==> src/rtl/reg_file_2r1w.sv <==
// reg_file_2r1w: general-purpose register file for the single-clock MIPS datapath.
// 2**AW registers of DW bits. There are two combinational read ports (rs/rt),
// one combinational debug read port and one clocked write port. Register 0 has
// no storage and always reads as zero. wr_cnt counts committed writes to nonzero
// registers and saturates at all-ones.
module reg_file_2r1w #(
    parameter int unsigned DW     = 32,
    parameter int unsigned AW     = 5,
    parameter int unsigned BYPASS = 0
) (
    input  logic          clk,
    input  logic          rst_n,
    input  logic          we,
    input  logic [AW-1:0] wa,
    input  logic [DW-1:0] wd,
    input  logic [AW-1:0] ra1,
    input  logic [AW-1:0] ra2,
    output logic [DW-1:0] rd1,
    output logic [DW-1:0] rd2,
    input  logic [AW-1:0] dbg_a,
    output logic [DW-1:0] dbg_d,
    output logic [15:0]   wr_cnt
);

    localparam int unsigned DEPTH = 2**AW;

    // Entry 0 is intentionally absent; the read logic supplies its zero.
    logic [DW-1:0] mem [1:DEPTH-1];

    logic wr_commit;
    logic byp_live;

    // A write commits only for a nonzero destination. Reset priority is applied
    // inside the sequential blocks.
    always_comb begin
        wr_commit = we && (wa != '0);
        byp_live  = (BYPASS != 0) && we && rst_n && (wa != '0);
    end

    // Storage update: reset clears every entry and discards a concurrent write.
    always_ff @(posedge clk) begin
        if (!rst_n) begin
            for (int unsigned i = 1; i < DEPTH; i++) begin
                mem[AW'(i)] <= '0;
            end
        end else if (wr_commit) begin
            mem[wa] <= wd;
        end
    end

    // Count committed writes. The counter stops at 16'hFFFF.
    always_ff @(posedge clk) begin
        if (!rst_n) begin
            wr_cnt <= '0;
        end else if (wr_commit && (wr_cnt != 16'hFFFF)) begin
            wr_cnt <= wr_cnt + 16'd1;
        end
    end

    // Read port 1: zero for r0, write-through when bypass is live, else stored.
    always_comb begin
        rd1 = '0;
        if (ra1 != '0) begin
            if (byp_live && (ra1 == wa)) begin
                rd1 = wd;
            end else begin
                rd1 = mem[ra1];
            end
        end
    end

    // Read port 2: same rules as port 1.
    always_comb begin
        rd2 = '0;
        if (ra2 != '0) begin
            if (byp_live && (ra2 == wa)) begin
                rd2 = wd;
            end else begin
                rd2 = mem[ra2];
            end
        end
    end

    // Debug read port: same rules as the operand ports.
    always_comb begin
        dbg_d = '0;
        if (dbg_a != '0) begin
            if (byp_live && (dbg_a == wa)) begin
                dbg_d = wd;
            end else begin
                dbg_d = mem[dbg_a];
            end
        end
    end

endmodule
==> config.mk <==
export PLATFORM = sky130hd
export DESIGN_NAME = reg_file_2r1w
export DESIGN_NICKNAME = d
export VERILOG_FILES = /design/src/rtl/reg_file_2r1w.sv
export SDC_FILE = /design/constraint.sdc
export NUM_CORES = 2
export LEC_CHECK = 0
export BUFFER_PORTS_ARGS = -buffer_cell sky130_fd_sc_hd__buf_4
export CORE_MARGIN = 2
export CORE_UTILIZATION = 55
export DETAILED_ROUTE_END_ITERATION = 10
export PLACE_DENSITY = 0.72
export RECOVER_POWER = 25
export SETUP_SLACK_MARGIN = 0.3
export SLEW_MARGIN = 20
export SYNTH_ARGS = -nofsm -noshare
export SYNTH_HDL_FRONTEND = slang
export SYNTH_SLANG_ARGS = --single-unit
export TNS_END_PERCENT = 50
==> constraint.sdc <==
create_clock -name clk -period 6.13 [get_ports clk]
set_input_delay 0 -clock clk [delete_from_list [all_inputs] [get_ports clk]]
set_output_delay 0 -clock clk [all_outputs]
set_load 0.02 [all_outputs]
==> results_dict.tcl <==
set metrics [dict create \
    io_buffer_count 166 \
    clkSinkCount 1040 \
    clockPowerShare_pct 37.0 \
    gr-usage-all-layers_pct 38.5 \
    cts_tree "yes" \
    synthFlopType "edfxtp_1" \
    fmax_mhz 203 \
    p_sw_share_pct 27.2 \
    p_per_area_mw_per_mm2 261 \
    placementRows 125 \
    yosys_register_bits 1040 \
    setup_viol 0 \
    crit_path_cell_trace "dlygate4sd3_1 -> clkbuf_1 -> nand4b_1 -> clkbuf_1 -> o21ai_0 -> clkbuf_1" \
    viasPerCell 7.45 \
    p_comb_share_pct 16.8 \
    synth-edff-count 1024 \
    rsz0062_at_grt "no" \
    grt_pass1_wl_um 326000 \
    drcViolationCount 0 \
    critPathLaunchType "input pin" \
    ioPinCount 167 \
    clk_pin_slew_ps 60 \
    yosysWarnings 0 \
    cts_setup_buffers 0 \
    seq_power_share_pct 46.2 \
    peakVddDrop_v 0.000231 \
    grt_start_max_net_pins 88 \
    worstPathRequired_ps 6420 \
    clockBufferDepth 3 \
    setup_slack_ps 1210 \
    period_needed_ps 4920 \
    period_share_pct 80.3 \
    antenna_found_initial 14 \
    cts-resized-gates 0 \
    drt-initial-drc-count 7220 \
    synth.distinct_cells 56 \
    fin_skew_ps 6.00 \
    worst_setup_path_end_kind "flop" \
    slowest_stage "o21ai_0" \
    clock_latency_ps 710 \
    htree_num_levels 3 \
    fp.dieArea_mm2 0.120 \
    drive_gt1_share_pct 26.4 \
    status "finished, violations left" \
    worst_slew_pin_slew_ps 3600 \
    grt-ovfl-total 0 \
    utilization_pct 60.8 \
    cap_violations 26 \
    cp.arrival_ps 5220 \
    violations "max-capacitance violations, max-slew violations" \
    p_int_mw 13.4 \
    syn_inst 4449 \
    hold_class "input pin to flop" \
    start_util_pct 55.3 \
    synth_area_per_cell_um2 14.4 \
    tns_ps 0 \
    synth.cell_area_mm2 0.0642 \
    leakagePower_nw 24.4 \
    root_buffer "clkbuf_16" \
    drv_slew 674 \
    crit_top_cell "clkbuf_1" \
    power.total_mw 18.4 \
    place.gp.congestion 0.953 \
    ant_nets 0 \
    routed_wl_um 232000 \
    post-place-ws_ps 2580 \
    fp.dieH_um 346 \
    dpl.hpwl_um 135000 \
    num_vias 45200 \
    slowest_delay_ps 1880 \
    core_area_mm2 0.116 \
    grt_pass1_vias 44900 \
    crit_type "input pin to flop" \
    hold_buffers 35 \
    cts_inserted_buffers 112 \
    dr.pass1.iters 6 \
    finalHoldViolations 0 \
    switchingPower_mw 5.00 \
    die_w_um 346 \
    fin_nets 4494 \
    routedWlPerCell_um 38.3 \
    fillCellCount 8856 \
    max-slew-margin-rel_pct -140 \
    critPathMaxFanout 21 \
    synth_seq_area_share_pct 48.4 \
    async_flop_share_pct 0 \
    synthToLayoutAreaGrowth_pct 9.81 \
]
## synth_stat cells, types with 2 or more instances
master	count	area (um2)
dfxtp_1	16	320
mux4_1	30	788
nor2_1	88	330
buf_4	43	323
and2_1	1008	6310
mux2_2	88	991
mux2i_1	371	3710
nand3b_1	3	22.5
xor2_1	5	43.8
buf_2	100	500
a21oi_1	97	485
clkbuf_1	302	1130
and4_1	13	114
a221oi_2	9	135
buf_6	32	360
mux4_2	610	13700
nand2_1	101	379
a211oi_1	98	736
o21ai_1	7	35.0
o21ai_0	64	320
a221oi_1	63	552
o22ai_1	32	200
edfxtp_1	1024	30700
a22oi_1	48	360
buf_1	11	41.3
nand4_1	31	194
nand3_1	8	40.0
nand2b_1	6	37.5
clkbuf_4	5	37.5
buf_12	8	160
a31oi_1	9	56.3
nor2b_1	33	206
a2111oi_2	9	135
or3b_2	2	17.5
o221ai_1	32	280
or3_1	3	18.8
xnor2_1	6	52.6
a211o_1	16	140
## cell families after synthesis
kind of cell / synth area share (%)
AOI/OAI and AO/OA: 5.46
xor gates and xnor gates: 0.150
adders and majority gates: 0.0195
buffers and inverters: 4.01
DFF: 48.4
muxes: 29.9
other: 0.00584
and+or+nand+nor: 12.0
## critical path: cells and delay by family
kind	cells	cell delay, ps
compound gates	1	1880
simple gates	1	160
buf+inv	4	3140
## metal layers
metal	global-route usage, %	share of wire [%]	vias up
met4	24.5	7.8	16
met5	0.720	0.10	-
li1	-	-	17500
met3	11.6	15	939
met2	57.1	44	4082
met1	49.7	33	22600
## flip-flops by register name, summed over array words and instances, names as in the netlist
signal  flops
mem      1024
wr_cnt     16
## path summary, 6_finish.rpt
path	startpoint	endpoint	slack, ps	cells past startpoint
hold reg to reg	wr_cnt[6]	wr_cnt[6]	530	2
setup reg to reg	wr_cnt[0]	wr_cnt[10]	3940	5
hold / removal	wa[0]	wr_cnt[4]	50	5
setup / recovery	rst_n	mem[30][1]	1210	6
## final cells by class
| type | instances | area [um2] | area share, % |
|---|---|---|---|
| clock inverter | 71 | 692 | 0.981 |
| clock buffer | 131 | 2900 | 4.10 |
| antenna | 10 | 25.0 | 0.0355 |
| tap | 1524 | 1910 | 2.70 |
| sequential | 1040 | 31100 | 44.0 |
| multi-input combinational | 2937 | 31300 | 44.3 |
| timing repair buffer | 346 | 2670 | 3.78 |
| inverter | 1 | 3.75 | 0.00532 |
## cell usage in the layout (no fill, tap or decap), drive strengths merged, types with 3 or more instances in the layout
master,n
a2111oi,10
a211o,16
a211oi,98
a21oi,97
a221oi,72
a22oi,48
a31oi,9
and2,1009
and4,13
buf,245
bufinv,14
clkbuf,197
clkinv,52
conb,32
dfxtp,16
diode,10
dlygate4sd3,35
edfxtp,1024
inv,5
mux2,88
mux2i,371
mux4,640
nand2,101
nand2b,6
nand3,8
nand3b,3
nand4,31
nor2,88
nor2b,33
o21ai,71
o221ai,32
o22ai,32
or3,3
xnor2,6
xor2,5
## metrics by stage
| step | instances | hold WS, ps | area (um2) |
|---|---|---|---|
| after global placement | 5805 | 373 | 66700 |
| after detailed placement | 5811 | 378 | 66900 |
| final | 6060 | 52.6 | 70500 |
| after global routing | 6050 | 75.6 | 70500 |
| after floorplan | 4480 | 98.9 | 64300 |
| after CTS | 6048 | 51.4 | 70800 |
## power groups by stage
stage / Clock (mW) / Sequential (mW) / Combinational, mW
floorplan: 0 / 8.54 / 1.94
global placement: 0 / 8.61 / 2.96
detailed placement: 0 / 8.64 / 2.98
CTS: 6.82 / 8.49 / 3.02
global route: 7.07 / 8.55 / 3.15
finish: 6.81 / 8.51 / 3.09
Note: power is estimated with default switching activity, not from simulation.
